**src/rtl/uart_tx.sv**
```systemverilog
// UART transmitter: start bit, WIDTH data bits LSB first, optional even parity, one stop bit.
// Define UART_TX_PARITY_EN to insert the even-parity bit after the MSB.
module uart_tx #(
   parameter int WIDTH   = 8,
   parameter int DIVISOR = 86
) (
   input  logic             clk,
   input  logic             i_reset_n,
   input  logic [WIDTH-1:0] i_data,
   input  logic             i_data_valid,
   output logic             o_ready,
   output logic             o_tx,
   output logic             o_done
);

   localparam int CW = $clog2(DIVISOR);
   localparam int IW = $clog2(WIDTH) + 1;
   localparam logic [CW-1:0] CNT_LAST = CW'(DIVISOR - 1);
   localparam logic [IW-1:0] IDX_LAST = IW'(WIDTH - 1);

   typedef enum logic [2:0] {
      IDLE,
      START,
      DATA,
`ifdef UART_TX_PARITY_EN
      PARITY,
`endif
      STOP
   } state_t;

   state_t           state_reg, state_next;
   logic [CW-1:0]    cnt_reg, cnt_next;
   logic [IW-1:0]    idx_reg, idx_next;
   logic [WIDTH-1:0] shift_reg, shift_next;
   logic             tx_reg, tx_next;
   logic             ready_reg, ready_next;
   logic             done_reg, done_next;
   logic             bit_end;
`ifdef UART_TX_PARITY_EN
   logic             parity_reg, parity_next;
`endif

   assign bit_end = (cnt_reg == CNT_LAST);

   // Outputs are registered alongside the state so o_tx never glitches.
   always_ff @(posedge clk or negedge i_reset_n) begin
      if (!i_reset_n) begin
         state_reg  <= IDLE;
         cnt_reg    <= '0;
         idx_reg    <= '0;
         shift_reg  <= '0;
         tx_reg     <= 1'b1;
         ready_reg  <= 1'b1;
         done_reg   <= 1'b0;
`ifdef UART_TX_PARITY_EN
         parity_reg <= 1'b0;
`endif
      end else begin
         state_reg  <= state_next;
         cnt_reg    <= cnt_next;
         idx_reg    <= idx_next;
         shift_reg  <= shift_next;
         tx_reg     <= tx_next;
         ready_reg  <= ready_next;
         done_reg   <= done_next;
`ifdef UART_TX_PARITY_EN
         parity_reg <= parity_next;
`endif
      end
   end

   always_comb begin
      state_next  = state_reg;
      cnt_next    = cnt_reg;
      idx_next    = idx_reg;
      shift_next  = shift_reg;
`ifdef UART_TX_PARITY_EN
      parity_next = parity_reg;
`endif
      case (state_reg)
         IDLE: begin
            cnt_next = '0;
            idx_next = '0;
            if (i_data_valid && ready_reg) begin
               state_next  = START;
               shift_next  = i_data;
`ifdef UART_TX_PARITY_EN
               parity_next = ^i_data;
`endif
            end
         end
         START: begin
            if (bit_end) begin
               state_next = DATA;
               cnt_next   = '0;
               idx_next   = '0;
            end else begin
               cnt_next = cnt_reg + CW'(1);
            end
         end
         DATA: begin
            if (bit_end) begin
               cnt_next   = '0;
               shift_next = shift_reg >> 1;
               if (idx_reg == IDX_LAST) begin
`ifdef UART_TX_PARITY_EN
                  state_next = PARITY;
`else
                  state_next = STOP;
`endif
               end else begin
                  idx_next = idx_reg + IW'(1);
               end
            end else begin
               cnt_next = cnt_reg + CW'(1);
            end
         end
`ifdef UART_TX_PARITY_EN
         PARITY: begin
            if (bit_end) begin
               state_next = STOP;
               cnt_next   = '0;
            end else begin
               cnt_next = cnt_reg + CW'(1);
            end
         end
`endif
         STOP: begin
            if (bit_end) begin
               state_next = IDLE;
               cnt_next   = '0;
               idx_next   = '0;
            end else begin
               cnt_next = cnt_reg + CW'(1);
            end
         end
         default: begin
            state_next = IDLE;
            cnt_next   = '0;
            idx_next   = '0;
         end
      endcase
   end

   // Line level follows the state being entered; the next data bit is always shift_next[0].
   always_comb begin
      tx_next    = 1'b1;
      ready_next = (state_next == IDLE);
      done_next  = (state_reg == STOP) && (state_next == IDLE);
      case (state_next)
         START:   tx_next = 1'b0;
         DATA:    tx_next = shift_next[0];
`ifdef UART_TX_PARITY_EN
         PARITY:  tx_next = parity_next;
`endif
         default: tx_next = 1'b1;
      endcase
   end

   assign o_tx    = tx_reg;
   assign o_ready = ready_reg;
   assign o_done  = done_reg;

endmodule

```
**config.mk**
```make
export PLATFORM = sky130hd
export DESIGN_NAME = uart_tx
export DESIGN_NICKNAME = d
export VERILOG_FILES = /design/src/rtl/uart_tx.sv
export SDC_FILE = /design/constraint.sdc
export NUM_CORES = 1
export LEC_CHECK = 0
export CAP_MARGIN = 20
export CORE_ASPECT_RATIO = 1.2
export CORE_MARGIN = 1
export CORE_UTILIZATION = 53
export DETAILED_ROUTE_END_ITERATION = 6
export PLACE_DENSITY = 0.76
export SYNTH_ARGS = -nofsm -noshare
export SYNTH_HDL_FRONTEND = slang
export SYNTH_SLANG_ARGS = --single-unit
```
**constraint.sdc**
```tcl
create_clock -name clk -period 2.4 [get_ports clk]
set_clock_uncertainty 0.1 [all_clocks]
set_input_delay 0.48 -clock clk [delete_from_list [all_inputs] [get_ports clk]]
set_output_delay 0.48 -clock clk [all_outputs]
set_load 0.01 [all_outputs]
```
After elaboration in Yosys (flattened, before gate mapping). Cells that the tools add are included.

Flip-flop bits (word level): 25. Input port bits: 11. Output and inout port bits: 3. Logic and storage cells: 46.

Add/subtract/negate cells: 2. Equality and inequality tests: 11. Mux-type cells: 16. Reduce and logical (&&, ||, !) cells: 9.

Operator list (count): 8-bit two-way mux (2); 8-bit case mux with 2 select lines (1); 3-bit two-way mux (5); 7-bit two-way mux (2); 4-bit two-way mux (3); 3-bit case mux with 4 select lines (1); 3-bit by 2-bit == test with 1-bit output, second input constant (3); 4-bit case mux with 2 select lines (1); 7-bit by 1-bit adder with 7-bit output, second input constant (1); 7-bit == test, second input constant (1); 3-bit by 1-bit == test with 1-bit output, second input constant (2); 3-bit logical NOT (2); 2-bit != test, second input constant (3); 3-bit AND reduction (2); 4-bit by 1-bit adder with 4-bit output, second input constant (1); 4-bit by 3-bit == test with 1-bit output, second input constant (1); 3-bit OR reduction (1); 1-bit logical AND (2); 2-bit by 1-bit != test with 1-bit output, second input constant (1); 1-bit case mux with 2 select lines (1); 2-bit nonzero test (1); 2-bit OR reduction (1).

Longest topological paths before layout. Gate-level depths: netlist (run 1).

Depth in word-level cells: 6. Gate-level depth with buffers: 7. Mapped depth without buffers: 7.

Least setup slack after synthesis (run 1). Ideal clock, no wire load.

Path kind: flip-flop to flip-flop. Start point: reg state_reg[0]. End point: reg tx_reg (netlist: o_tx). Library setup time: 83 ps. Data arrival time: 1589 ps. Data required time: 2217 ps. Slack: 628 ps. Cell stages (with the launch flop): 6. Buffers on the path: 1. Clock period less this slack: 1772 ps. Cells stage by stage: dfrtp_1 or3b_1 buf_2 nor3_4 nor3b_1 o32a_1.

Cells in the longest elaborated chain, start to end: 5. Elaborated cells between the ends (all ways): 14. Classes of those cells: 5 x eq/ne; 8 x mux; 1 x reduce/logical.

RTL lines: from (decl) (RTL line 31) `state_t state_reg, state_next;`; from (signal assigned) (RTL line 59) `state_reg <= state_next;`; 3-bit two-way mux (RTL line 105) `if (idx_reg == IDX_LAST) begin`; 3-bit two-way mux (RTL line 102) `if (bit_end) begin`; 3-bit case mux with 4 select lines (RTL line 80) `case (state_reg)`; 3-bit by 2-bit == test with 1-bit output / 3-bit by 1-bit == test with 1-bit output (equally long branches) (RTL line 150) `case (state_next)`; 1-bit case mux with 2 select lines * (RTL line 150); net tx_next (RTL line 35) `logic tx_reg, tx_next;`; to (signal assigned) (RTL line 63) `tx_reg <= tx_next;`; to (decl) (RTL line 35).

The timed path passes the listed nets; every way through them passes the cells marked *. A chain may end at the register's enable or synchronous reset.

Worst setup path in the final report (run 1).
Start point: reg ready_reg (netlist: o_ready). End point: out o_ready.

RTL lines: from (decl) (RTL line 36) `logic ready_reg, ready_next;`; from (signal assigned) (RTL line 64) `ready_reg <= ready_next;`; to (decl) (RTL line 11) `output logic o_ready,`.

No word-level cell between the ends.

==> summary.txt, run 1 <==
Leak: 0.646 nW
dpl cells: 154
critical path depth: 1
Via Count: 866
RSZ-0062 raised after global routing: no
filler cell count: 171
Reg2Reg Depth: 6
clk_lat worst skew: 0.31 ns
Syn-to-layout area delta: 18.3%
root buf cell: clkbuf_4
sequential share of the synthesized area: 53.3%
main area contributors after synthesis: dfrtp_1 49%, a22o_1 5.2%, nor2_1 4.8%
hold crit path type: in -> async
number of global-route vias before repair: 782
nets: 143
CP max stage cell: dfstp_2
Remaining DRCs: 0
Gates resized, CTS repair: 0
final worst slack: 0.437 ns
Rows: 18
Initial DRC Count: 21
Post-Syn Area: 0.00118 sq mm
Remaining Overflow, GRT: 0
required time of the critical path: 1.82 ns
Synth area leader: dfrtp_1
CTS buffer count: 3
sequential cell area: 628 sq um
min Tclk post-route: 1.96 ns
TritonRoute pass-1 iters: 4
core area: 0.00207 sq mm
Max Cap Viol: 0
Hold Buf Count CTS: 0
Synth Flop Type: dfrtp_1
Worst Setup Start Kind: flop
WL/cell: 12.4 um
gp weighted congestion: 0.815
Final setup viols: 0
CP Capture Type: output pin
worst vdd ir: 0.405 mV
status: completed
clock sinks: 25
DRT antenna net count: 0
IO Port Bufs: 13
# IOs: 14
R2R Path Start: cnt_reg[1]
final setup TNS: 0 ns
Starting Density: 56.8%
final WL: 1960 um
Synth top area share: 48.9%
DIE AREA: 0.00241 sq mm
reg2reg setup slack: 0.58 ns
maximum buffer depth of the clock tree: 2
share of layout cells above drive strength 1: 9.38%
Inserted Diodes: 0
fin cells: 158
critical path startpoint: o_ready
CTS tree: yes
H-tree Lvls: 1
Setup Fix Bufs, Post-CTS: 0
die width: 45.0 um
DR vias/cell: 5.48
cells along the critical path: clkdlybuf4s50_1
maximum clock rate: 0.510 GHz
WS Path Type: reg -> out
synthesized net count: 123
DP Wirelength: 1500 um
Distinct cells, synth: 39
clock transition time at the flip-flop clock pins of the worst setup and hold paths: 0.12 ns
Mapped Cells: 109
Post-synth EDFFs: 0
CP Capture Point: o_ready
Core Util, Final: 67.2%
critical path's largest stage delay: 0.55 ns
register bit count reported by yosys: 25
asr flop ratio synth: 100%
YS warnings: 0
Chip Height: 53.6 um
fin. max-slew vios: 0
area occupied by multi-input gates: 526 sq um
worst slack at placement: 0.411 ns
CP max FO: 2
Avg Cell Area, Syn: 10.8 sq um
largest net degree at the start of global routing: 16
initial antenna violation count: 0
max FFs per register: 8
PwrDens: 575 mW/mm^2
crit path buf inv count: 1
delay-heaviest family, CP: flip-flops
Final Hold Fails: 0
arrival time worst endpoint: 1.38 ns
period utilization: 81.8%
Total GRT Usage: 18.5%
first-pass GRT wire length: 3230 um
Reg-to-Reg End: idx_reg[3]
==> layout make-up <==
class,instances,share of cell area [%]
multi-input cells,78,37.7
clock buffers,4,1.89
flip-flops and latches,25,45.1
well taps,30,2.70
repair buffers,17,11.5
inverters,4,1.08
==> how the worst min path moves through the flow <==
stage            startpoint            to  slack, ns  cells past startpoint
2_1_floorplan     i_reset_n    cnt_reg[0]       0.08                      0
3_3_place_gp   shift_reg[4]  shift_reg[4]       0.36                      1
3_5_place_dp   shift_reg[4]  shift_reg[4]       0.37                      1
4_1_cts           i_reset_n    idx_reg[2]       0.39                      1
5_1_grt           i_reset_n        o_done       0.40                      1
6_report          i_reset_n        o_done       0.37                      1
==> stage by stage <==
step                hold WS, ns  power, mW  instance area [sq um]
finish                    0.371      0.800                   1390
global route              0.403      0.842                   1390
CTS                       0.389      0.811                   1390
detailed placement        0.370      0.629                   1370
global placement          0.363      0.625                   1370
floorplan                0.0844      0.571                   1180
==> layer usage <==
layer	GRT usage (%)	wire (um)	up-vias
met3	2.01	64	5
met4	9.09	36	0
met2	32.1	1020	23
met5	0	0	-
met1	22.7	847	413
li1	-	-	425
==> placed cells by master (no fill, tap or decap), types with 2 or more instances in the layout <==
master	count
xnor2_1	3
nand3_1	3
a22o_1	7
nand2b_1	2
a21oi_1	2
xor2_1	2
dfrtp_1	23
nor2_1	15
nor4_1	2
clkbuf_4	3
ha_1	3
dfstp_2	2
buf_4	4
nor3b_1	2
inv_1	4
a21o_1	6
nor3_1	2
o21ai_0	2
nor2b_1	2
clkdlybuf4s50_1	13
nand2_1	6
==> power by group <==
group          switching, mW  internal, mW  leakage, nW
sequential            0.0279         0.473        0.326
clock                  0.116        0.0649       0.0150
combinational         0.0511        0.0682        0.305
total                  0.195         0.606        0.646
==> synth_stat cells (all sizes together) (2+ instances only) <==
master / instances
a21o: 6
a21oi: 2
a22o: 7
dfrtp: 23
dfstp: 2
ha: 3
inv: 4
nand2: 6
nand2b: 2
nand3: 3
nor2: 15
nor2b: 2
nor3: 3
nor3b: 2
nor4: 2
o21ai: 2
xnor2: 3
xor2: 2
==> kinds of logic (layout without fill, tap and decap cells) <==
kind of cell / count (synthesis) / after routing / synth area share, %
adders and majority gates: 3 / 3 / 3.19
other: 1 / 1 / 0.319
buffers and inverters: 6 / 25 / 2.02
DFF: 25 / 25 / 53.3
muxes: 2 / 2 / 1.81
AOI/OAI and AO/OA: 24 / 24 / 15.7
and+or+nand+nor: 43 / 43 / 19.9
xor gates and xnor gates: 5 / 5 / 3.72
Power figures use the tool's default switching activity.
==> run 2, diff against run 1 <==
--- a/config.mk
+++ b/config.mk
@@ -8,9 +8,9 @@
 export CAP_MARGIN = 20
 export CORE_ASPECT_RATIO = 1.2
 export CORE_MARGIN = 1
-export CORE_UTILIZATION = 53
+export CORE_UTILIZATION = 48
 export DETAILED_ROUTE_END_ITERATION = 6
-export PLACE_DENSITY = 0.76
+export PLACE_DENSITY = 0.73
 export SYNTH_ARGS = -nofsm -noshare
 export SYNTH_HDL_FRONTEND = slang
 export SYNTH_SLANG_ARGS = --single-unit
==> constraint.sdc (replaced) <==
create_clock -name clk -period 1.6 [get_ports clk]
set_clock_uncertainty 0.1 [all_clocks]
set_input_delay 0.32 -clock clk [delete_from_list [all_inputs] [get_ports clk]]
set_output_delay 0.32 -clock clk [all_outputs]
set_load 0.01 [all_outputs]
==> run 2 against run 1 <==
The run now ends with negative setup slack left. Flip-flop and latch count did not move. Routed wire length rose by 22%. Core utilization rose by 2.9 points. Combinational power rose by 91%. Hold slack got worse by 0.14 ns. Die area rose by 10%. Largest cell class unchanged.
==> summary.txt, run 2 (same netlist as run 1, synthesis figures left out) <==
DRT antenna net count: 0
gp weighted congestion: 0.808
GR Util met3: 2.25%
CP Capture Type: flop
Reg-to-Reg End: o_tx
core area: 0.00231 sq mm
maximum buffer depth of the clock tree: 2
CTS tree: yes
reg2reg setup slack: -0.11 ns
largest net degree at the start of global routing: 26
most frequent cells in the layout: 23 x dfrtp_1, 19 x buf_4, 13 x nor2_1, 10 x clkdlybuf4s50_1, 7 x a22o_1
status: finished, violations left
CTS buffer count: 3
Hold Buf Count CTS: 0
die width: 47.2 um
initial antenna violation count: 0
met2 Usage GRT: 35.7%
first-pass GRT wire length: 3990 um
DIE AREA: 0.00266 sq mm
RSZ-0062 raised after global routing: yes
period utilization: 107%
required time of the critical path: 1.77 ns
Starting Density: 51.1%
worst vdd ir: 0.924 mV
grt met1 use: 24.9%
# IOs: 14
Total Power: 1.26 mW
R2R Path Start: cnt_reg[0]
number of global-route vias before repair: 997
Chip Height: 56.3 um
clk_lat worst skew: 0.33 ns
arrival time worst endpoint: 1.88 ns
Reg2Reg Depth: 7
commonest non-fill, non-tap cell in the layout: dfrtp_1
busiest grt layer: met2
worst slack at placement: -0.189 ns
CP max FO: 8
Worst Setup Start Kind: flop
maximum clock rate: 0.584 GHz
Leak: 0.779 nW
WL/cell: 13.5 um
clock sinks: 25
final WL: 2390 um
critical path startpoint: cnt_reg[0]
max FFs per register: 8
clock transition time at the flip-flop clock pins of the worst setup and hold paths: 0.15 ns
PwrDens: 782 mW/mm^2
Syn-to-layout area delta: 37.4%
CP Capture Point: o_tx
Rows: 19
Final Hold Fails: 0
DR vias/cell: 5.37
root buf cell: clkbuf_4
Via Count: 951
H-tree Lvls: 1
Total GRT Usage: 20.8%
Final setup viols: 13
Initial DRC Count: 14
failing checks: negative setup slack
share of layout cells above drive strength 1: 30.1%
hold crit path type: in -> async
final setup TNS: -0.935 ns
Max Cap Viol: 0
DP Wirelength: 1840 um
Remaining DRCs: 0
filler cell count: 182
final worst slack: -0.111 ns
fin. max-slew vios: 0
min Tclk post-route: 1.71 ns
nets: 161
WS Path Type: reg -> reg
Remaining Overflow, GRT: 0
Inserted Diodes: 0
TritonRoute pass-1 iters: 4
IO Port Bufs: 13
-- run 2: changes by cell type in the layout (fill, tap and decap cells not counted), sizes merged --
cell / before / now
buf: 4 / 22
clkinvlp: 0 / 1
clkdlybuf4s50: 13 / 10
dlygate4sd2: 0 / 2
clkbuf: 4 / 3
clkdlybuf4s15: 0 / 1
-- run 2: cell type report --
cell class | count | area [sq um] | area share, %
Sequential cell | 25 | 628 | 38.8
Clock inverter | 1 | 7.51 | 0.464
Inverter | 4 | 15.0 | 0.928
Multi-Input combinational cell | 78 | 593 | 36.7
Timing Repair Buffer | 35 | 313 | 19.3
Tap cell | 31 | 38.8 | 2.40
Clock buffer | 3 | 22.5 | 1.39
-- run 2: stage by stage --
step | cells | util (%) | hold WS, ns | cell area, sq um
global placement | 171 | 65.5 | 0.363 | 1510
CTS | 175 | 67.5 | 0.238 | 1560
detailed placement | 171 | 65.5 | 0.367 | 1510
finish | 177 | 70.2 | 0.233 | 1620
floorplan | 109 | - | -0.0756 | 1190
global route | 177 | 70.2 | 0.270 | 1620
-- run 2: worst max-delay path, cell delays in order (launching register included) --
cell and delay (ns):
dfrtp_1 0.41, ha_2 0.19, nand4b_1 0.13, buf_6 0.14
nor3_4 0.05, buf_6 0.14, a22o_1 0.19, o32a_1 0.33
-- run 2: per-layer routing --
metal	wire (um)	up-vias
li1	-	462
met1	999	473
met2	1330	12
met3	40	4
met4	24	0
met5	0	-
-- run 2: worst min-delay path by stage --
stage                   end  slack, ns  cells after the start
5_1_grt          idx_reg[3]       0.27                      2
4_1_cts        state_reg[0]       0.24                      2
2_1_floorplan    cnt_reg[0]      -0.08                      0
3_5_place_dp   shift_reg[1]       0.37                      1
3_3_place_gp   shift_reg[3]       0.36                      1
6_report       state_reg[0]       0.23                      2
-- run 2: where the power goes --
part | switching (mW) | internal (mW) | total, mW
clock | 0.195 | 0.0955 | 0.291
combinational | 0.0978 | 0.129 | 0.227
sequential | 0.0379 | 0.709 | 0.747
-- run 2: timing repair --
| action | CTS | global route |
|---|---|---|
| resized for setup | 8 | 12 |
| pin swaps | 2 | 3 |
| setup endpoints to repair | 25 | 23 |
| buffers inserted | 0 | 2 |
